[config.mk]
export PLATFORM = sky130hd
export DESIGN_NAME = multicycle_control_fsm
export DESIGN_NICKNAME = d
export VERILOG_FILES = /design/src/rtl/multicycle_control_fsm.sv
export SDC_FILE = /design/constraint.sdc
export NUM_CORES = 1
export LEC_CHECK = 0
export CORE_MARGIN = 1
export CORE_UTILIZATION = 40
export DETAILED_ROUTE_END_ITERATION = 16
export GPL_ROUTABILITY_DRIVEN = 0
export HOLD_SLACK_MARGIN = 0.05
export PLACE_DENSITY = 0.67
export SYNTH_ARGS = -nofsm -noshare
export SYNTH_HDL_FRONTEND = slang
export SYNTH_SLANG_ARGS = --single-unit
[constraint.sdc]
create_clock -name Clk -period 3.3 [get_ports Clk]
set_input_delay 0.66 -clock Clk [delete_from_list [all_inputs] [get_ports Clk]]
set_output_delay 0.66 -clock Clk [all_outputs]
set_load 0.01 [all_outputs]
[src/rtl/multicycle_control_fsm.sv]
// Multicycle processor control FSM: sequences fetch, decode, memory, ALU and
// branch steps and traps on a memory handshake timeout.
// Optional feature macro: ILLEGAL_TRAP_EN (defined: illegal opcodes in DECODE
// trap; undefined: they retire as a NOP back to FETCH).
module multicycle_control_fsm #(
  parameter int unsigned MEM_TIMEOUT = 15
) (
  input  logic       Clk,
  input  logic       ResetN,
  input  logic [6:0] Opcode,
  input  logic       Zero,
  input  logic       MemReady,
  output logic       MemRead,
  output logic       MemWrite,
  output logic       IRWrite,
  output logic       PCWrite,
  output logic       RegWrite,
  output logic       MemToReg,
  output logic       IorD,
  output logic       ALUSrcA,
  output logic       PCSource,
  output logic [1:0] ALUSrcB,
  output logic [1:0] ALUOpcode,
  output logic       Error,
  output logic [3:0] State
);

  localparam int unsigned CNT_W = 8;
  localparam logic [CNT_W-1:0] TO_LAST = CNT_W'(MEM_TIMEOUT - 1);

  localparam logic [6:0] OP_LOAD   = 7'b0000011;
  localparam logic [6:0] OP_STORE  = 7'b0100011;
  localparam logic [6:0] OP_RTYPE  = 7'b0110011;
  localparam logic [6:0] OP_BRANCH = 7'b1100011;

  typedef enum logic [3:0] {
    S_FETCH  = 4'd0,
    S_DECODE = 4'd1,
    S_MEMADR = 4'd2,
    S_MEMRD  = 4'd3,
    S_MEMWB  = 4'd4,
    S_MEMWR  = 4'd5,
    S_EXEC   = 4'd6,
    S_ALUWB  = 4'd7,
    S_BRANCH = 4'd8,
    S_TRAP   = 4'd9
  } state_t;

  state_t           r_state;
  state_t           w_next;
  logic             r_run;
  logic [CNT_W-1:0] r_wait_cnt;
  logic             w_wait_state;
  logic             w_timeout;

  logic       r_mem_read;
  logic       r_mem_write;
  logic       r_reg_write;
  logic       r_mem_to_reg;
  logic       r_iord;
  logic       r_alu_src_a;
  logic       r_pc_source;
  logic [1:0] r_alu_src_b;
  logic [1:0] r_alu_op;
  logic       r_error;
  logic       r_in_fetch;
  logic       r_in_branch;

  assign w_wait_state = (r_state == S_FETCH) || (r_state == S_MEMRD) ||
                        (r_state == S_MEMWR);
  assign w_timeout    = !MemReady && (r_wait_cnt == TO_LAST);

  // Next-state decode; r_run holds FETCH until the first edge after reset
  always_comb begin
    w_next = r_state;
    case (r_state)
      S_FETCH: begin
        if (!r_run)        w_next = S_FETCH;
        else if (MemReady) w_next = S_DECODE;
        else if (w_timeout) w_next = S_TRAP;
        else               w_next = S_FETCH;
      end
      S_DECODE: begin
        if ((Opcode == OP_LOAD) || (Opcode == OP_STORE)) w_next = S_MEMADR;
        else if (Opcode == OP_RTYPE)                     w_next = S_EXEC;
        else if (Opcode == OP_BRANCH)                    w_next = S_BRANCH;
        else begin
`ifdef ILLEGAL_TRAP_EN
          w_next = S_TRAP;
`else
          w_next = S_FETCH;
`endif
        end
      end
      S_MEMADR: w_next = (Opcode == OP_LOAD) ? S_MEMRD : S_MEMWR;
      S_MEMRD: begin
        if (MemReady)       w_next = S_MEMWB;
        else if (w_timeout) w_next = S_TRAP;
        else                w_next = S_MEMRD;
      end
      S_MEMWB: w_next = S_FETCH;
      S_MEMWR: begin
        if (MemReady)       w_next = S_FETCH;
        else if (w_timeout) w_next = S_TRAP;
        else                w_next = S_MEMWR;
      end
      S_EXEC:   w_next = S_ALUWB;
      S_ALUWB:  w_next = S_FETCH;
      S_BRANCH: w_next = S_FETCH;
      S_TRAP:   w_next = S_TRAP;
      default:  w_next = S_TRAP;
    endcase
  end

  // State register with outputs registered from the upcoming state
  always_ff @(posedge Clk or negedge ResetN) begin
    if (!ResetN) begin
      r_state      <= S_FETCH;
      r_run        <= 1'b0;
      r_mem_read   <= 1'b0;
      r_mem_write  <= 1'b0;
      r_reg_write  <= 1'b0;
      r_mem_to_reg <= 1'b0;
      r_iord       <= 1'b0;
      r_alu_src_a  <= 1'b0;
      r_pc_source  <= 1'b0;
      r_alu_src_b  <= 2'b00;
      r_alu_op     <= 2'b00;
      r_error      <= 1'b0;
      r_in_fetch   <= 1'b0;
      r_in_branch  <= 1'b0;
    end else begin
      r_state      <= w_next;
      r_run        <= 1'b1;
      r_mem_read   <= 1'b0;
      r_mem_write  <= 1'b0;
      r_reg_write  <= 1'b0;
      r_mem_to_reg <= 1'b0;
      r_iord       <= 1'b0;
      r_alu_src_a  <= 1'b0;
      r_pc_source  <= 1'b0;
      r_alu_src_b  <= 2'b00;
      r_alu_op     <= 2'b00;
      r_error      <= 1'b0;
      r_in_fetch   <= 1'b0;
      r_in_branch  <= 1'b0;
      case (w_next)
        S_FETCH: begin
          r_mem_read  <= 1'b1;
          r_alu_src_b <= 2'b01;
          r_in_fetch  <= 1'b1;
        end
        S_DECODE: r_alu_src_b <= 2'b11;
        S_MEMADR: begin
          r_alu_src_a <= 1'b1;
          r_alu_src_b <= 2'b10;
        end
        S_MEMRD: begin
          r_mem_read <= 1'b1;
          r_iord     <= 1'b1;
        end
        S_MEMWB: begin
          r_reg_write  <= 1'b1;
          r_mem_to_reg <= 1'b1;
        end
        S_MEMWR: begin
          r_mem_write <= 1'b1;
          r_iord      <= 1'b1;
        end
        S_EXEC: begin
          r_alu_src_a <= 1'b1;
          r_alu_op    <= 2'b10;
        end
        S_ALUWB: r_reg_write <= 1'b1;
        S_BRANCH: begin
          r_alu_src_a <= 1'b1;
          r_alu_op    <= 2'b01;
          r_pc_source <= 1'b1;
          r_in_branch <= 1'b1;
        end
        S_TRAP:  r_error <= 1'b1;
        default: r_error <= 1'b1;
      endcase
    end
  end

  // Memory-wait counter: cleared on handshake or state change
  always_ff @(posedge Clk or negedge ResetN) begin
    if (!ResetN) begin
      r_wait_cnt <= '0;
    end else if (!r_run || MemReady || (w_next != r_state)) begin
      r_wait_cnt <= '0;
    end else if (w_wait_state) begin
      r_wait_cnt <= r_wait_cnt + CNT_W'(1);
    end
  end

  assign MemRead   = r_mem_read;
  assign MemWrite  = r_mem_write;
  assign RegWrite  = r_reg_write;
  assign MemToReg  = r_mem_to_reg;
  assign IorD      = r_iord;
  assign ALUSrcA   = r_alu_src_a;
  assign PCSource  = r_pc_source;
  assign ALUSrcB   = r_alu_src_b;
  assign ALUOpcode = r_alu_op;
  assign Error     = r_error;
  assign State     = r_state;
  // Instruction/PC strobes follow the live handshake and zero flag
  assign IRWrite   = r_in_fetch & MemReady;
  assign PCWrite   = (r_in_fetch & MemReady) | (r_in_branch & Zero);

endmodule
Word-level counts from Yosys, hierarchy flattened
Cells that the tools add are included.
{"block": "totals", "ff_bits": 26, "in_bits": 11, "output_inout_bits": 18, "word_cells": 82}
{"block": "op_classes", "add_sub_neg": 1, "eq_ne": 22, "muxes": 25, "n_bitwise": 3, "n_reduce_logical": 17}
{"cell": "$mux 4", "count": 10}
{"cell": "$eq 4x3->1 const B", "count": 8}
{"cell": "$pmux 4 s7", "count": 1}
{"cell": "$eq 4x2->1 const B", "count": 4}
{"cell": "$mux 8", "count": 2}
{"cell": "$eq 7x6->1 const B", "count": 2}
{"cell": "$mux 1", "count": 9}
{"cell": "$reduce_or 9->1", "count": 1}
{"cell": "$add 8x1->8 const B", "count": 1}
{"cell": "$eq 4x1->1 const B", "count": 2}
{"cell": "$eq 4x4->1 const B", "count": 2}
{"cell": "$eq 8x4->1 const B", "count": 1}
{"cell": "$logic_not 4->1", "count": 2}
{"cell": "$eq 7x2->1 const B", "count": 1}
{"cell": "$eq 7x7->1 const B", "count": 1}
{"cell": "$pmux 2 s3", "count": 1}
{"cell": "$reduce_or 2->1", "count": 3}
{"cell": "$reduce_or 3->1", "count": 2}
{"cell": "$logic_or 1x1->1", "count": 5}
{"cell": "$ne 4x4->1", "count": 1}
{"cell": "$pmux 2 s2", "count": 1}
{"cell": "$mux 3", "count": 1}
{"cell": "$and 1x1->1", "count": 2}
{"cell": "$logic_not 1->1", "count": 2}
{"cell": "other kinds (3)", "count": 3}

Longest topological paths before layout
Gate-level depths: netlist of run 1.
{"block": "logic_depth", "ltp_word": 9, "depth_mapped": 9, "mapped_depth_nobuf": 8}

Worst setup path before layout of run 1
OpenSTA, ideal clock, no wires.
{"block": "synth_path", "path_type": "input-to-reg", "startpoint": "input Opcode[2]", "endpoint": "register r_wait_cnt[1]", "setup_time_ps": 87, "arrival_time_ps": 2016, "required_time_ps": 3213, "path_slack_ps": 1197, "cell_stages": 6, "n_path_buf": 0, "cell_sequence": "and4bb_1 -> and4b_1 -> nand4b_1 -> a31oi_2 -> o2111ai_4 -> a211oi_2"}
{"block": "synth_via", "elab_chain_cells": 8, "elab_cells_between_ends": 14, "cone_classes": "5 x eq/ne; 6 x mux; 3 x reduce/logical"}
{"item": "start, declared", "line_no": "10", "source": "input logic [6:0] Opcode,"}
{"item": "$eq 7x7->1", "line_no": "86", "source": "else if (Opcode == OP_BRANCH) w_next = S_BRANCH;"}
{"item": "$mux 4", "line_no": "86"}
{"item": "$mux 4", "line_no": "85", "source": "else if (Opcode == OP_RTYPE) w_next = S_EXEC;"}
{"item": "$mux 4", "line_no": "84", "source": "if ((Opcode == OP_LOAD) || (Opcode == OP_STORE)) w_next = S_MEMADR;"}
{"item": "$pmux 4 s7 *", "line_no": "76", "source": "case (r_state)"}
{"item": "$ne 4x4->1 *", "line_no": "191", "source": "end else if (!r_run || MemReady || (w_next != r_state)) begin"}
{"item": "$logic_or 1x1->1 *", "line_no": "191"}
{"item": "$mux 8 or $reduce_bool 2->1 (tied branches)"}
{"item": "end signal, assigned", "line_no": "194", "source": "r_wait_cnt <= r_wait_cnt + CNT_W'(1);"}
{"item": "end, declared", "line_no": "52", "source": "logic [CNT_W-1:0] r_wait_cnt;"}
Mark *: on every way between the ends. The rest lies on a longest branch, timed or not.
A chain may end at the register's enable or synchronous reset.

Final worst setup path of run 1
{"block": "layout_path", "startpoint": "input MemReady", "endpoint": "output PCWrite"}
{"block": "layout_via", "elab_chain_cells": 2}
{"item": "start, declared", "line_no": "12", "source": "input logic MemReady,"}
{"item": "$and 1x1->1", "line_no": "211", "source": "assign PCWrite = (r_in_fetch & MemReady) | (r_in_branch & Zero);"}
{"item": "$or 1x1->1", "line_no": "211"}
{"item": "end, declared", "line_no": "16", "source": "output logic PCWrite,"}
No other way between the ends.

==> results_dict.tcl, run 1 <==
set metrics [dict create \
    status "finished, final reports clean" \
    required_ns 2.64 \
    drtAntennaViolNets 0 \
    ys_top_cells_by_area "dfrtp_1, nor2_1, xor2_1, inv_1, nand2_1" \
    synth_xor_area_frac 0.0500 \
    fp-row-count 21 \
    synth-edff-count 0 \
    regMostFlops "r_wait_cnt" \
    syn_area_sq_um 1400 \
    fin_nets 179 \
    htree_levels 1 \
    antenna_found_initial 0 \
    grt_max_degree 26 \
    post-place-cells 207 \
    grt_pass1_vias 1013 \
    via_count 1066 \
    powerDensity_nw_per_um2 274 \
    ctsResizeCount 0 \
    ios 29 \
    hold_buffers 0 \
    yosys_register_bits 25 \
    synth_top_area_frac 0.447 \
    layout_setup_ws_ns 0.579 \
    postCtsSetupRepairBufs 0 \
    multi_input_area_sq_um 699 \
    fin_crit_sh 0.825 \
    fin_crit_ns 2.72 \
    startpoint_type "input pin" \
    end_kind "output pin" \
    synth_top_area_cell "dfrtp_1" \
    final_area_sq_um 1730 \
    final_hold_viol_count 0 \
    synthAdderAreaFrac 0.0179 \
    totalPowerFinal_mw 0.474 \
    avgSynthCellArea_sq_um 10.1 \
    track_usage 0.165 \
    routedWlPerCell_um 13.3 \
    drc 0 \
    synth_mux_area_frac 0.00804 \
    path_common_cell "clkdlybuf4s50_1" \
    synth_top_family_by_area "simple AND/OR/NAND/NOR gates" \
    fin_skew_ns 0.0116 \
    worstMarginPinSlew_ns 0.519 \
    peakVddDrop_v 0.000163 \
    portBuffers 28 \
    start_util 0.420 \
    largest_reg_flops 8 \
    syn-instance-count 138 \
    fillers 334 \
    seq_area_frac_synth 0.447 \
    pre_cts_ws_ns 0.538 \
    ff_latch_area_sq_um 626 \
    drive_gt1_frac 0.115 \
    synth_flop_cell "dfrtp_1" \
    setup_viol 0 \
    max_stage_delay_ns 0.61 \
    drt_iter0_drc 31 \
    final-max-slew-violation-count 0 \
    postPlaceCellArea_sq_um 1700 \
    fin_cells 211 \
    slowest_stage "clkdlybuf4s50_1" \
    worstSetupPathType "input pin to output pin" \
    die_y_um 61.2 \
    syn-num-nets 151 \
    post-synth-top-count-cell "dfrtp_1" \
    viasPerCell 5.05 \
    grt_pass1_wl_um 4550 \
    synthSimpleGateAreaFrac 0.252 \
    hp-class "register to register" \
    grt_overflow 0 \
    max_freq_mhz 367 \
    path_clk_slew_ns 0.13 \
    dieArea_sq_um 3740 \
    clkLatencyLatePin_ns 0.32 \
    cellLeakagePower_nw 0.779 \
    clock_sinks 25 \
    ys_warn_count 0 \
    synth_cell_types 52 \
    tns_ns 0 \
    antenna_cells 0 \
    cts_tree "built" \
    wirelength_um 2800 \
    cap_violations 0 \
    cts_root_buf "clkbuf_4" \
    area_delta_synth_final_pct 23.7 \
    dieWidth_um 61.2 \
    clk_path_buf_depth 2 \
    async_flop_share 1.00 \
    crit_chain "clkdlybuf4s50_1 > and2_1 > a21o_1 > clkdlybuf4s50_1" \
    rsz0062_at_grt "no" \
    relSlewSlack 0.654 \
    coreArea_sq_um 3340 \
    synth_compound_area_frac 0.169 \
    cp.arrival_ns 2.06 \
    firstDrtPassIters 4 \
    synthTopCellsByCount "dfrtp_1, nor2_1, inv_1" \
    cts_buffers 3 \
    cp_max_fo 7 \
    hpwl_um 2100 \
]
==> through the flow <==
| step | hold slack, ns | util |
|---|---|---|
| finish | 0.583 | 0.519 |
| global route | 0.622 | 0.519 |
| CTS | 0.590 | 0.519 |
| detailed placement | 0.557 | 0.511 |
| global placement | 0.528 | 0.511 |
| floorplan | 0.364 | - |
==> final timing paths <==
kind | start | endpoint | slack, ns | depth (start not counted)
min reg2reg | r_wait_cnt[3] | r_wait_cnt[3] | 0.58 | 2
min | r_wait_cnt[3] | r_wait_cnt[3] | 0.58 | 2
max | MemReady | PCWrite | 0.58 | 4
max reg2reg | r_wait_cnt[0] | r_wait_cnt[1] | 1.08 | 8
min in group asynchronous | ResetN | ALUOpcode[1] | 0.67 | 2
max in group asynchronous | ResetN | r_run | 2.38 | 2
==> worst max-delay path, delay by kind of cell <==
family / cells / cell delay, ns
and+or+nand+nor: 1 / 0.19
buffers and inverters: 2 / 1.13
AOI/OAI and AO/OA: 1 / 0.08
==> metal layers <==
layer  wire (um)  up-vias  GRT usage  share of wire
met4          20        0     0.0682         0.0071
met3         113        2     0.0210          0.040
met2        1300       23      0.267           0.46
li1            -      539          -              -
met5           0        -          0              0
met1        1370      502      0.224           0.49
==> cells by family after synthesis <==
group	Yosys count
xor+xnor	8
compound gates	26
fa+ha+maj	2
mux	1
other cells	1
flops	25
simple gates	60
buf+inv	15
==> layout make-up <==
cell class | instances | share of cell area
flip-flops and latches | 25 | 0.361
clock buffers | 3 | 0.0130
inverters | 9 | 0.0195
well taps | 46 | 0.0332
repair buffers | 29 | 0.166
clock inverters | 1 | 0.00289
multi-input cells | 98 | 0.404
==> report_power, final <==
group / internal, mW / leakage [nW] / switching (mW) / total [mW]
clock network: 0.0454 / 0.0177 / 0.0920 / 0.137
registers: 0.307 / 0.331 / 0.000441 / 0.307
logic: 0.0152 / 0.430 / 0.0144 / 0.0296
total: 0.368 / 0.779 / 0.107 / 0.474
==> cells in the final DEF, fill, tap and decap left out, drive strengths merged, types with 2 or more instances in the layout <==
master         synthesis  routed
a21oi                  3       3
nand4b                 2       2
clkbuf                 0       3
nor3                   5       5
a31oi                  3       3
nor4b                  2       2
a21o                   3       3
o211ai                 2       2
nor2                  17      17
o21ai                  3       3
xor2                   6       6
inv                    9       9
nand4                  2       2
nand2                  8       8
nand2b                 5       5
nand3                  4       4
dfrtp                 25      25
o22ai                  2       2
a211oi                 3       3
xnor2                  2       2
and2                   3       3
or3                    2       2
clkdlybuf4s50          0      28
and3                   2       2
ha                     2       2
Note: power is estimated with default switching activity, not from simulation.
==> run 2: changes to the inputs <==
==> constraint.sdc (replaced) <==
create_clock -name Clk -period 2.8 [get_ports Clk]
set_input_delay 0.56 -clock Clk [delete_from_list [all_inputs] [get_ports Clk]]
set_output_delay 0.56 -clock Clk [all_outputs]
set_load 0.01 [all_outputs]
==> run 2 against run 1 <==
Setup slack got worse by 0.18 ns. Count of clock-buffer cells in the layout is the same. Sequential share of layout area down 0.16 points. Global-route usage rose by 1.3 points. Via count grew 3.5%. Clock skew down 0.00051 ns. First-iteration DRC count increased by 45%. Non-clock buffer count rose by 1. Critical path type unchanged.
==> results_dict.tcl, run 2 (same netlist as run 1, synthesis figures left out) <==
set metrics [dict create \
    status "finished, final reports clean" \
    grt_pass1_wl_um 4870 \
    cts_buffers 3 \
    fin_nets 180 \
    cts_tree "built" \
    firstDrtPassIters 4 \
    dieWidth_um 61.2 \
    path_clk_slew_ns 0.15 \
    coreArea_sq_um 3340 \
    powerDensity_nw_per_um2 325 \
    regMostFlops "r_wait_cnt" \
    fin_util 0.521 \
    htree_levels 1 \
    mostFrequentLayoutCell "clkdlybuf4s50_1" \
    fin_cells 212 \
    cap_violations 0 \
    hold_buffers 0 \
    final_area_sq_um 1740 \
    peakVddDrop_v 0.000140 \
    clock_sinks 25 \
    end_kind "output pin" \
    drc 0 \
    drive_gt1_frac 0.120 \
    grt_pass1_vias 1093 \
    holdWs_ns 0.577 \
    cts_root_buf "clkbuf_4" \
    cp.arrival_ns 1.85 \
    viasPerCell 5.20 \
    ctsResizeCount 0 \
    final_hold_viol_count 0 \
    drt_iter0_drc 45 \
    ios 29 \
    fin_crit_ns 2.41 \
    max_freq_mhz 416 \
    hp-class "input pin to async pin" \
    hpwl_um 2150 \
    required_ns 2.24 \
    fp-row-count 21 \
    pre_cts_ws_ns 0.183 \
    antenna_cells 0 \
    grt_overflow 0 \
    post-place-cells 208 \
    fin_skew_ns 0.0111 \
    r2r-end "r_wait_cnt[1]" \
    clk_path_buf_depth 2 \
    die_y_um 61.2 \
    track_usage 0.178 \
    antenna_found_initial 0 \
    start_util 0.420 \
    layout_common_cells "clkdlybuf4s50_1, dfrtp_1, nor2_1" \
    grt_max_degree 26 \
    area_delta_synth_final_pct 24.2 \
    dieArea_sq_um 3740 \
    postCtsSetupRepairBufs 0 \
    drtAntennaViolNets 0 \
    startpoint_type "input pin" \
    clkLatencyLatePin_ns 0.33 \
    routedWlPerCell_um 13.9 \
    cellLeakagePower_nw 0.784 \
    r2r_cells 8 \
    worstMarginPinSlew_ns 0.524 \
    layout_setup_ws_ns 0.394 \
    rrSetupSlack_ns 0.54 \
    cp_max_fo 3 \
    totalPowerFinal_mw 0.566 \
    tns_ns 0 \
    wirelength_um 2940 \
    fin_crit_sh 0.859 \
    largest_reg_flops 8 \
    rsz0062_at_grt "no" \
    postPlaceCellArea_sq_um 1710 \
    portBuffers 28 \
    worstSetupPathType "input pin to output pin" \
    final-max-slew-violation-count 0 \
    via_count 1103 \
    relSlewSlack 0.651 \
    r2r_start "r_wait_cnt[0]" \
    setup_viol 0 \
]
[run 2: cell types whose count changed in the layout (fill, tap and decap cells not counted), sizes merged]
cell | previous run | this run
buf | 1 | 2
[run 2: worst max path at each step]
stage / from / to / slack (ns)
final: MemReady / PCWrite / 0.39
after global routing: MemReady / PCWrite / 0.33
after CTS: MemReady / PCWrite / 0.37
after detailed placement: Opcode[2] / r_wait_cnt[1] / 0.18
after global placement: MemReady / r_wait_cnt[1] / 0.24
after floorplan: r_wait_cnt[0] / r_wait_cnt[1] / 0.77
[run 2: layout make-up]
type	instances	area (sq um)
Sequential cell	25	626
Timing Repair Buffer	30	295
Clock inverter	1	5.00
Fill cell	317	1600
Multi-Input combinational cell	98	699
Clock buffer	3	22.5
Inverter	9	33.8
Tap cell	46	57.6
[run 2: worst max-delay path, cell delays in order]
cell and delay [ns]:
clkdlybuf4s50_1 0.50, and2_1 0.16, a21o_1 0.09, clkdlybuf4s50_1 0.53
[run 2: where the power goes]
group,internal [mW],switching [mW],total [mW]
combinational,0.0189,0.0180,0.0369
sequential,0.362,0.000585,0.362
clock,0.0536,0.113,0.166
total,0.434,0.131,0.566
[run 2: metal layers]
| layer | global-route usage | up-vias | wire (um) |
|---|---|---|---|
| met5 | 0 | - | 0 |
| met4 | 0.0942 | 0 | 46 |
| met3 | 0.0210 | 6 | 125 |
| met2 | 0.315 | 30 | 1450 |
| met1 | 0.211 | 531 | 1310 |
| li1 | - | 536 | - |
==> run 3: changes to the inputs <==
--- a/config.mk
+++ b/config.mk
@@ -11,6 +11,8 @@
 export GPL_ROUTABILITY_DRIVEN = 0
 export HOLD_SLACK_MARGIN = 0.05
 export PLACE_DENSITY = 0.67
+export SETUP_SLACK_MARGIN = 0.4
+export SLEW_MARGIN = 0
 export SYNTH_ARGS = -nofsm -noshare
 export SYNTH_HDL_FRONTEND = slang
 export SYNTH_SLANG_ARGS = --single-unit
==> run 3 against run 2 <==
First-iteration DRC count unchanged. Die area unchanged. Routed wire length unchanged. Core utilization about the same. Total power unchanged. Non-clock buffer count unchanged. Sequential share of layout area about the same. Combinational power about the same. Global-route usage unchanged. Register-to-register slack about the same. Flip-flop and latch count unchanged. Clock skew unchanged. Highest routed layer unchanged.
==> results_dict.tcl, run 3 (same netlist as run 1, synthesis figures left out) <==
set metrics [dict create \
    status "finished, final reports clean" \
    hp-class "input pin to async pin" \
    regMostFlops "r_wait_cnt" \
    fin_crit_sh 0.828 \
    final_hold_viol_count 0 \
    holdWs_ns 0.577 \
    die_y_um 61.2 \
    fin_crit_ns 2.32 \
    cap_violations 0 \
    cp_max_fo 3 \
    grt_pass1_wl_um 4870 \
    area_delta_synth_final_pct 24.1 \
    end_kind "output pin" \
    firstDrtPassIters 4 \
    totalPowerFinal_mw 0.566 \
    fin_nets 180 \
    postPlaceCellArea_sq_um 1710 \
    htree_levels 1 \
    coreArea_sq_um 3340 \
    fin_skew_ns 0.0111 \
    tns_ns 0 \
    clock_sinks 25 \
    final_area_sq_um 1740 \
    switching_power_mw 0.131 \
    dieArea_sq_um 3740 \
    pwr-share-clk 0.294 \
    cts_root_buf "clkbuf_4" \
    drtAntennaViolNets 0 \
    layout_setup_ws_ns 0.481 \
    path_clk_slew_ns 0.15 \
    relSlewSlack 0.651 \
    via_count 1103 \
    cp.arrival_ns 1.76 \
    track_usage 0.178 \
    worstMarginPinSlew_ns 0.524 \
    grt_pass1_vias 1093 \
    required_ns 2.24 \
    powerDensity_nw_per_um2 325 \
    ios 29 \
    final-max-slew-violation-count 0 \
    pwr-share-seq 0.641 \
    start_util 0.420 \
    power_switching_share 0.232 \
    grt_overflow 0 \
    p_int_mw 0.434 \
    pre_cts_ws_ns 0.183 \
    fillers 318 \
    drt_iter0_drc 45 \
    fp-row-count 21 \
    antenna_cells 0 \
    setup_viol 0 \
    startpoint_type "input pin" \
    clkLatencyLatePin_ns 0.33 \
    antenna_found_initial 0 \
    dieWidth_um 61.2 \
    drive_gt1_frac 0.120 \
    layout_common_cells "clkdlybuf4s50_1, dfrtp_1, nor2_1" \
    worstSetupPathType "input pin to output pin" \
    max_freq_mhz 431 \
    grt_max_degree 26 \
    cts_buffers 3 \
    pwr-share-comb 0.065 \
    rsz0062_at_grt "no" \
    viasPerCell 5.20 \
    peakVddDrop_v 0.000140 \
    drc 0 \
    hpwl_um 2150 \
    cts_tree "built" \
    portBuffers 28 \
    postCtsSetupRepairBufs 0 \
    largest_reg_flops 8 \
    mostFrequentLayoutCell "clkdlybuf4s50_1" \
    routedWlPerCell_um 13.9 \
    cellLeakagePower_nw 0.789 \
    wirelength_um 2940 \
    clk_path_buf_depth 2 \
]
-- run 3: cell count changes in the layout (fill, tap and decap cells not counted) --
| cell | change |
|---|---|
| clkdlybuf4s50_1 | -1 |
| dlygate4sd2_1 | +1 |
-- run 3: final cells by class --
cell class,count,area [sq um],share of cell area
Multi-Input combinational cell,98,699,0.402
Sequential cell,25,626,0.360
Timing Repair Buffer,30,294,0.169
Tap cell,46,57.6,0.0331
Inverter,9,33.8,0.0194
Clock buffer,3,22.5,0.0130
Clock inverter,1,5.00,0.00288
-- run 3: final timing paths --
path / slack [ns] / start / endpoint / cells after the start
worst min-delay path: 0.58 / ResetN / IorD / 2
worst max register to register: 0.54 / r_wait_cnt[0] / r_wait_cnt[1] / 8
max in group asynchronous: 1.97 / ResetN / r_run / 2
min in group Clk: 0.58 / r_wait_cnt[5] / r_wait_cnt[5] / 2
worst min register to register: 0.58 / r_wait_cnt[5] / r_wait_cnt[5] / 2
worst max-delay path: 0.48 / MemReady / IRWrite / 3
-- run 3: critical path: stages --
cell,delay [ns]
clkdlybuf4s50_1,0.50
and2_1,0.16
clkdlybuf4s50_1,0.53
-- run 3: repair_timing --
item / in CTS / in global routing
setup endpoints to repair: 1 / 0
hold buffers: 0 / 0
hold endpoints to repair: 0 / 0
gates resized for setup: 1 / 0
-- run 3: metal layers --
metal / vias up / part of all wire / global-route usage
li1: 536 / - / -
met1: 531 / 0.45 / 0.211
met2: 30 / 0.49 / 0.315
met3: 6 / 0.042 / 0.0210
met4: 0 / 0.016 / 0.0942
met5: - / 0 / 0
-- run 3: per-stage QoR --
stage / util / instances
6_report: 0.521 / 212
5_1_grt: 0.521 / 212
4_1_cts: 0.521 / 212
3_5_place_dp: 0.513 / 208
3_3_place_gp: 0.513 / 208
2_1_floorplan: - / 138
-- run 3: power by group through the flow --
stage	registers, mW	logic, mW	clock network, mW
floorplan	0.369	0.00962	0
global placement	0.369	0.0366	0
detailed placement	0.369	0.0373	0
CTS	0.362	0.0378	0.170
global route	0.363	0.0412	0.187
finish	0.362	0.0369	0.166
